### src/rtl/handshake_constant_seq.sv
`default_nettype none
// ============================================================================
// Module   : handshake_constant_seq
// Purpose  : Emits a cyclic table of compile-time constants, one entry per
//            accepted control token, with an optional one-slot output register.
// Revision : 1.0
// ============================================================================
module handshake_constant_seq #(
    parameter int                                DATA_WIDTH  = 32,
    parameter int                                NUM_CONSTS  = 4,
    parameter logic [NUM_CONSTS*DATA_WIDTH-1:0]  CONST_TABLE = '0,
    parameter int                                BUFFERED    = 1
) (
    input  logic                  clk,
    input  logic                  rst,
    input  logic                  ctrl_valid,
    output logic                  ctrl_ready,
    output logic [DATA_WIDTH-1:0] outs,
    output logic                  outs_valid,
    input  logic                  outs_ready,
    output logic                  outs_last
);

    localparam int c_IDX_W       = (NUM_CONSTS > 1) ? $clog2(NUM_CONSTS) : 1;
    localparam int c_TABLE_DEPTH = 1 << c_IDX_W;
    localparam logic [c_IDX_W-1:0] c_LAST_IDX = c_IDX_W'(NUM_CONSTS - 1);

    logic [c_IDX_W-1:0]    r_idx;
    logic                  w_ctrl_ready;
    logic                  w_ctrl_fire;
    logic                  w_is_last;
    logic [DATA_WIDTH-1:0] w_entry;
    logic [DATA_WIDTH-1:0] w_table [c_TABLE_DEPTH];

    // Table padded to a power of two so every index value selects a defined entry
    for (genvar gi = 0; gi < c_TABLE_DEPTH; gi++) begin : g_table
        if (gi < NUM_CONSTS) begin : g_entry
            assign w_table[gi] = CONST_TABLE[gi*DATA_WIDTH +: DATA_WIDTH];
        end else begin : g_pad
            assign w_table[gi] = '0;
        end
    end

    assign w_entry     = w_table[r_idx];
    assign w_is_last   = (r_idx == c_LAST_IDX);
    assign w_ctrl_fire = ctrl_valid && w_ctrl_ready;
    assign ctrl_ready  = w_ctrl_ready;

    always_ff @(posedge clk) begin
        if (rst) begin
            r_idx <= '0;
        end else if (w_ctrl_fire) begin
            if (w_is_last) begin
                r_idx <= '0;
            end else begin
                r_idx <= r_idx + c_IDX_W'(1);
            end
        end
    end

    if (BUFFERED != 0) begin : g_buffered
        logic                  r_full;
        logic [DATA_WIDTH-1:0] r_data;
        logic                  r_last;

        // Slot accepts a new token in the same cycle it drains
        assign w_ctrl_ready = !r_full || outs_ready;

        always_ff @(posedge clk) begin
            if (rst) begin
                r_full <= 1'b0;
                r_data <= '0;
                r_last <= 1'b0;
            end else if (w_ctrl_fire) begin
                r_full <= 1'b1;
                r_data <= w_entry;
                r_last <= w_is_last;
            end else if (r_full && outs_ready) begin
                r_full <= 1'b0;
            end
        end

        assign outs       = r_data;
        assign outs_valid = r_full;
        assign outs_last  = r_last;
    end else begin : g_passthrough
        assign w_ctrl_ready = outs_ready;
        assign outs         = w_entry;
        assign outs_valid   = ctrl_valid;
        assign outs_last    = w_is_last;
    end

endmodule
`default_nettype wire

### config.mk
export PLATFORM = sky130hd
export DESIGN_NAME = handshake_constant_seq
export DESIGN_NICKNAME = d
export VERILOG_FILES = /design/src/rtl/handshake_constant_seq.sv
export SDC_FILE = /design/constraint.sdc
export NUM_CORES = 1
export LEC_CHECK = 0
export BUFFER_PORTS_ARGS = -buffer_cell sky130_fd_sc_hd__buf_2
export CAP_MARGIN = 20
export CORE_UTILIZATION = 31
export DETAILED_ROUTE_END_ITERATION = 8
export GPL_ROUTABILITY_DRIVEN = 0
export PLACE_DENSITY = 0.83
export SYNTH_ARGS = -nofsm -noshare
export SYNTH_HDL_FRONTEND = slang
export SYNTH_SLANG_ARGS = --single-unit
### constraint.sdc
create_clock -name clk -period 1.2 [get_ports clk]
set_input_delay 0.06 -clock clk [delete_from_list [all_inputs] [get_ports clk]]
set_output_delay 0.06 -clock clk [all_outputs]
set_load 0.02 [all_outputs]
==> flow_summary.yaml, run 1 <==
synth:
  synthMuxAreaShare_pct: 0
  ys_seq_elements: 4
  synth_area_leader_cell: "buf_4"
  yosysMostFrequentCell: "buf_4"
  synth_common_cells: "buf_4, a21oi_1, dfxtp_1, o21ai_0, nand3_1"
  syn_area_um2: 403
  synth_top_flop_cell: "dfxtp_1"
  ys_warn_count: 0
  postSynth.asyncResetShare_pct: 0
  yosys-top-cells-area: "buf_4, dfxtp_1, a21oi_1"
  yosys.area_share.simple_pct: 5.90
  postSynthCellCount: 51
  synth-compound-area-share_pct: 8.70
  synth_xor_area_share_pct: 0
  syn_area_per_cell_um2: 7.90
  synth_top_family_by_area: "buffers and inverters"
  yosysSeqAreaShare_pct: 19.9
  yosysUniqueCellTypes: 11
  synthAdderAreaFrac_pct: 3.11
  synth.top_cell.area_share_pct: 59.6
  synth_edf_count: 0
die:
  die_h_um: 38.1
  core_mm2: 0.00116
  dieArea_mm2: 0.00145
  die_x_um: 38.1
  rows: 12
  io_pins: 39
  initial_core_util_pct: 34.8
clock_tree:
  cts_tree: "yes"
  clk_path_buf_depth: 2
  path_clk_slew_ns: 0.04
  cts.sink_count: 4
  cts_htree_levels: 1
  cts_buffers: 3
  clk_latency_ns: 0.24
  cts-root-buf: "clkbuf_4"
global_routing:
  grt-ovfl-total: 0
  antenna_found_initial: 0
  grt_pass1_wl_um: 524
  grt_max_degree: 6
  grt_usage_pct: 6.55
  grt_pass1_vias: 150
critical_path:
  arrival_ns: 1.33
  worst_ep_required_time_ns: 1.37
  crit_type: "register to register"
  r2r_setup_slack_ns: 0.04
  end_kind: "register"
  crit_path_start_kind: "register"
  crit_fanout: 3
finish:
  fin_cells: 73
  drive_above_1_share_pct: 23.7
  seq_area_um2: 81.3
  nFillCells: 139
  antennaDiodeCount: 0
  fin_nets: 66
  area_delta_synth_final_pct: -10.9
  multi_input_area_um2: 200
job:
  cap_viol_max_count: 0
sta:
  max_freq_mhz: 864
  drv_slew: 0
  final_hold_viol_count: 0
  fin_worst_skew_ns: 0.00653
  setup_viol: 0
  fin_crit_ns: 1.16
  fin_crit_sh_pct: 96.5
  tns_ns: 0
  holdWs_ns: 0.0151
  grt_setup_unrepaired: "no"
route:
  drtAntennaViolNets: 0
  drc: 0
  wl_per_cell_um: 6.07
  routed_wl_um: 443
  dr.pass1.iters: 1
  via_count: 248
  viasPerCell: 3.40
  drt_iter0_drc: 0
power:
  peakVddDrop_mv: 0.195
  p_leak_nw: 0.203
  p_per_area_mw_per_mm2: 1230
placed_design:
  port-buffer-count: 6
  dp.cells: 70
  dp_hpwl_um: 364
hold_path:
  hold_class: "input pin to register"
outcome:
  status: "finished clean"
[placed cells by master, fill, tap and decap left out]
cell type  count
clkbuf_4       3
ha_2           1
inv_1          1
inv_2          1
a21oi_1        3
a21oi_2        1
dfxtp_1        3
dfxtp_2        1
buf_2          6
conb_1        32
nand3_1        2
or4_1          1
o21ai_0        3
nor2b_2        1
[report_power, final]
part           internal [mW]  switching, mW  leakage (nW)  total (mW)
Sequential             0.142        0.00430        0.0332       0.146
Clock                  0.112         0.0578        0.0138       0.170
Combinational         0.0158          0.109         0.156       0.125
[layer usage]
layer / part of all wire [%] / GRT usage, % / vias up
met2: 51 / 8.05 / 22
li1: - / - / 115
met1: 32 / 4.93 / 107
met3: 12 / 5.23 / 4
met5: 0 / 0 / -
met4: 5.2 / 10.7 / 0
[logic make-up (layout without fill, tap and decap cells)]
group	after synthesis	count (layout)
AO/OA/AOI/OAI	7	7
buffers and inverters	34	11
flip-flops	4	4
adder cells (fa/ha/maj)	1	1
AND/OR/NAND/NOR	4	4
other	1	32
[flip-flops by register name, summed over array words and instances, names as in the netlist]
signal,cells
r_idx,2
outs_valid,1
outs_last,1
[layout make-up]
class | count | area share [%]
inverters | 2 | 2.09
repair buffers | 6 | 8.36
clock buffers | 3 | 6.27
well taps | 14 | 4.88
multi-input cells | 44 | 55.7
flip-flops and latches | 4 | 22.6
[worst max-delay path: stages, from the launching register on]
cell and delay [ns]:
dfxtp_2 0.32, ha_2 0.17, or4_1 0.48, a21oi_2 0.12
[metrics by stage]
stage               total power, mW  utilization, %  worst slack (ns)  instance area, um2
finish                        0.441            31.1            0.0423                 359
global route                  0.464            31.1           0.00259                 359
CTS                           0.443            30.5            0.0365                 353
detailed placement            0.268            28.2          -0.00453                 327
global placement              0.266            28.2           0.00933                 327
floorplan                     0.334               -            0.0290                 519
[worst paths after layout]
kind                          startpoint  depth (start not counted)                      to
hold / removal                       rst                          2   r_idx[0]$_SDFFE_PP0P_
setup / recovery   r_idx[0]$_SDFFE_PP0P_                          3   r_idx[0]$_SDFFE_PP0P_
setup reg to reg   r_idx[0]$_SDFFE_PP0P_                          3   r_idx[0]$_SDFFE_PP0P_
hold reg to reg   outs_last$_SDFFE_PP0P_                          2  outs_last$_SDFFE_PP0P_
[what timing repair did]
item | CTS | global route
hold buffers | 0 | 0
endpoints found under the setup margin | 1 | 2
resized for setup | 2 | 2
pin swaps | 2 | 1
buffers inserted | 0 | 0
cloned | 0 | 0
Power figures use the tool's default switching activity.
==> run 2: changes to the inputs <==
Settings changed: GPL_TIMING_DRIVEN from default to 0.
==> flow_summary.yaml, run 2 (same netlist as run 1, synthesis figures left out) <==
critical_path:
  cp.buffers_inverters: 0
  end_kind: "register"
  crit_fanout: 3
  crit_path_start_kind: "register"
  r2r_start: "r_idx[0]$_SDFFE_PP0P_"
  path_delay_family: "simple AND/OR/NAND/NOR gates"
  r2r_setup_slack_ns: 0.05
  path_cells: "ha_4 -> or4_1 -> a21oi_1"
  r2r_cells: 3
  timing.rr.end: "r_idx[0]$_SDFFE_PP0P_"
  worst_ep_required_time_ns: 1.37
  max_stage_delay_ns: 0.47
  crit_type: "register to register"
  cp_slowest_cell: "or4_1"
  arrival_ns: 1.32
clock_tree:
  path_clk_slew_ns: 0.04
  cts_htree_levels: 1
  cts-root-buf: "clkbuf_4"
  cts_setup_buffers: 0
  cts_tree: "yes"
  cts.sink_count: 4
  clk_path_buf_depth: 2
  clk_latency_ns: 0.24
  cts_buffers: 3
  hold_buffers: 0
sta:
  max_freq_mhz: 870
  drv_slew: 0
  final_hold_viol_count: 0
  grt_setup_unrepaired: "no"
  fin_crit_ns: 1.15
  fin_crit_sh_pct: 95.8
  setup_viol: 0
  fin_worst_skew_ns: 0.00248
outcome:
  status: "finished clean"
power:
  p_per_area_mw_per_mm2: 869
  p_leak_nw: 0.378
  p_sw_share_pct: 35.4
  peakVddDrop_mv: 0.498
  p_int_mw: 0.340
  combPwrFrac_pct: 39.6
  clkPwrFrac_pct: 32.3
  p_switching_mw: 0.186
  p_seq_share_pct: 28.2
die:
  core_mm2: 0.00116
  rows: 12
  io_pins: 39
  dieArea_mm2: 0.00145
  die_x_um: 38.1
  initial_core_util_pct: 34.8
  die_h_um: 38.1
route:
  drt_iter0_drc: 11
  drc: 0
  via_count: 325
  wl_per_cell_um: 5.74
  viasPerCell: 3.10
  dr.pass1.iters: 2
  drtAntennaViolNets: 0
  routed_wl_um: 603
global_routing:
  antenna_found_initial: 0
  grt_usage_pct: 8.39
  grt_pass1_vias: 195
  grt_max_degree: 6
  grt_pass1_wl_um: 731
  grt-ovfl-total: 0
placed_design:
  dp_hpwl_um: 512
  dp.cells: 102
  port-buffer-count: 6
finish:
  final_cell_mix: "buf_4, conb_1, buf_2, a21oi_1"
  largest_reg_flops: 2
  drive_above_1_share_pct: 49.5
  area_delta_synth_final_pct: 50.3
  final_core_util_pct: 52.4
  antennaDiodeCount: 0
  fin_nets: 98
  nFillCells: 126
  fin_cells: 105
  regMostFlops: "r_idx"
hold_path:
  hp-start: "rst"
  worstHoldPathCells: 2
  hold_class: "input pin to register"
  min_to: "r_idx[0]$_SDFFE_PP0P_"
job:
  cap_viol_max_count: 0
==> run 2: cell types whose count changed in the layout (fill, tap and decap cells not counted) <==
| cell | change |
|---|---|
| ha_4 | +1 |
| buf_4 | +32 |
| ha_2 | -1 |
| a21oi_1 | +1 |
| a21oi_2 | -1 |
==> run 2: how the worst max path moves through the flow <==
stage | start | end | depth (start not counted)
after global placement | r_idx[0]$_SDFFE_PP0P_ | r_idx[0]$_SDFFE_PP0P_ | 3
after global routing | r_idx[0]$_SDFFE_PP0P_ | r_idx[0]$_SDFFE_PP0P_ | 3
after floorplan | r_idx[0]$_SDFFE_PP0P_ | r_idx[0]$_SDFFE_PP0P_ | 3
after CTS | outs_valid$_SDFFE_PP0P_ | ctrl_ready | 3
after detailed placement | r_idx[0]$_SDFFE_PP0P_ | r_idx[0]$_SDFFE_PP0P_ | 3
final | r_idx[0]$_SDFFE_PP0P_ | r_idx[0]$_SDFFE_PP0P_ | 3
==> run 2: power groups by stage <==
stage	logic, mW	registers (mW)	clock network [mW]
2_1_floorplan	0.184	0.149	0
3_3_place_gp	0.200	0.146	0
3_5_place_dp	0.201	0.147	0
4_1_cts	0.202	0.146	0.175
5_1_grt	0.224	0.149	0.194
6_report	0.208	0.148	0.170
==> run 2: final cells by class <==
| class | instances | area [um2] | share of cell area, % |
|---|---|---|---|
| timing repair buffer | 6 | 30.0 | 4.96 |
| sequential | 4 | 81.3 | 13.4 |
| tap | 14 | 17.5 | 2.89 |
| inverter | 2 | 7.51 | 1.24 |
| buffer | 32 | 240 | 39.7 |
| multi-input combinational | 44 | 206 | 34.1 |
| clock buffer | 3 | 22.5 | 3.72 |
==> run 2: stage by stage <==
step / TNS, ns / worst slack (ns) / area (um2) / total power, mW / hold slack, ns
floorplan: 0 / 0.0290 / 519 / 0.334 / 0.129
global placement: -0.00759 / -0.00759 / 567 / 0.347 / 0.268
global route: 0 / 0.00418 / 606 / 0.568 / 0.00783
detailed placement: -0.0201 / -0.0201 / 567 / 0.349 / 0.273
CTS: 0 / 0.0216 / 593 / 0.523 / 0.0158
finish: 0 / 0.0504 / 606 / 0.526 / 0.0211
==> run 2: metal layers <==
metal	part of all wire (%)	global-route usage [%]
met1	34	7.09
met2	51	11.9
met3	16	10.5
met4	0	2.68
met5	0	0
==> run 2: repair_timing <==
item	in CTS	in global routing
resized for setup	2	2
pin swaps	2	1
setup endpoints to repair	1	2
gates cloned	0	0
==> run 3: changes to the inputs <==
Settings changed: RECOVER_POWER from default to 100.
==> flow_summary.yaml, run 3 (same netlist as run 1, synthesis figures left out) <==
global_routing:
  antenna_found_initial: 0
  grt_usage_pct: 8.39
  grt_pass1_vias: 195
  grt_pass1_wl_um: 731
  grt_max_degree: 6
  grt-ovfl-total: 0
power:
  peakVddDrop_mv: 0.495
  p_per_area_mw_per_mm2: 869
  p_leak_nw: 0.372
placed_design:
  dp_slack_ns: -0.0201
  dp_hpwl_um: 512
  port-buffer-count: 6
  dpl-instance-area_um2: 567
finish:
  largest_reg_flops: 2
  final_area_um2: 603
  nFillCells: 128
  antennaDiodeCount: 0
  area_delta_synth_final_pct: 49.7
  seq_area_um2: 81.3
  final_cell_mix: "buf_4, conb_1, a21oi_1"
  regMostFlops: "r_idx"
  multi_input_area_um2: 206
  fin_nets: 98
  drive_above_1_share_pct: 47.3
  final_core_util_pct: 52.2
critical_path:
  crit_type: "register to register"
  path_cells: "ha_4 -> or4_1 -> a21oi_1"
  worst_ep_required_time_ns: 1.36
  crit_fanout: 3
  max_stage_delay_ns: 0.47
  cp_slowest_cell: "or4_1"
  arrival_ns: 1.31
  crit_path_start_kind: "register"
  end_kind: "register"
route:
  drt_iter0_drc: 4
  dr.pass1.iters: 4
  wl_per_cell_um: 5.74
  via_count: 333
  viasPerCell: 3.17
  routed_wl_um: 603
  drc: 0
  drtAntennaViolNets: 0
clock_tree:
  cts-root-buf: "clkbuf_4"
  cts.sink_count: 4
  clk_path_buf_depth: 2
  clk_latency_ns: 0.24
  cts_tree: "yes"
  cts_buffers: 3
  cts_htree_levels: 1
  path_clk_slew_ns: 0.04
  cts_setup_buffers: 0
  hold_buffers: 0
sta:
  max_freq_mhz: 869
  final_hold_viol_count: 0
  setup_viol: 0
  grt_setup_unrepaired: "no"
  fin_worst_skew_ns: 0.00201
  fin_crit_ns: 1.15
  drv_slew: 0
  fin_crit_sh_pct: 95.9
  fin_ws_ns: 0.0497
die:
  rows: 12
  die_x_um: 38.1
  dieArea_mm2: 0.00145
  io_pins: 39
  core_mm2: 0.00116
  die_h_um: 38.1
  initial_core_util_pct: 34.8
job:
  cap_viol_max_count: 0
hold_path:
  hold_class: "input pin to register"
outcome:
  status: "finished clean"
-- run 3: path summary, 6_finish.rpt --
kind / from / endpoint / slack [ns] / cells past startpoint
setup / recovery: r_idx[0]$_SDFFE_PP0P_ / r_idx[0]$_SDFFE_PP0P_ / 0.05 / 3
hold / removal: rst / r_idx[0]$_SDFFE_PP0P_ / 0.02 / 2
setup reg to reg: r_idx[0]$_SDFFE_PP0P_ / r_idx[0]$_SDFFE_PP0P_ / 0.05 / 3
hold reg to reg: outs_last$_SDFFE_PP0P_ / outs_last$_SDFFE_PP0P_ / 0.48 / 2
-- run 3: power by group --
part | internal, mW | switching [mW]
Combinational | 0.0855 | 0.122
Sequential | 0.142 | 0.00643
Clock | 0.112 | 0.0564
-- run 3: final cells by class --
cell class | instances | area share (%)
tap | 14 | 2.90
clock buffer | 3 | 3.73
timing repair buffer | 6 | 4.56
sequential | 4 | 13.5
inverter | 2 | 1.24
multi-input combinational | 44 | 34.2
buffer | 32 | 39.8
-- run 3: stage by stage --
stage | instances | power, mW | hold slack (ns) | TNS [ns]
floorplan | 82 | 0.334 | 0.129 | 0
global placement | 102 | 0.347 | 0.268 | -0.00759
detailed placement | 102 | 0.349 | 0.273 | -0.0201
CTS | 105 | 0.523 | 0.0158 | 0
global route | 105 | 0.568 | 0.00783 | 0
finish | 105 | 0.524 | 0.0232 | 0
-- run 3: worst max-delay path: cells and delay by family (launching register included) --
kind / cells / cell delay (ns)
AOI/OAI and AO/OA: 1 / 0.12
and+or+nand+nor: 1 / 0.47
DFF: 1 / 0.33
adders and majority gates: 1 / 0.16
-- run 3: routing by layer --
metal / vias to the layer above / GRT usage (%) / wire length, um
met2: 26 / 11.9 / 301
met5: - / 0 / 0
met4: 0 / 2.68 / 0
li1: 178 / - / -
met3: 0 / 10.5 / 98
met1: 129 / 7.09 / 203
-- run 3: what timing repair did --
item	CTS	global route
endpoints found under the hold margin	0	0
setup endpoints to repair	1	2
resized for setup	2	2
pin swaps	2	1
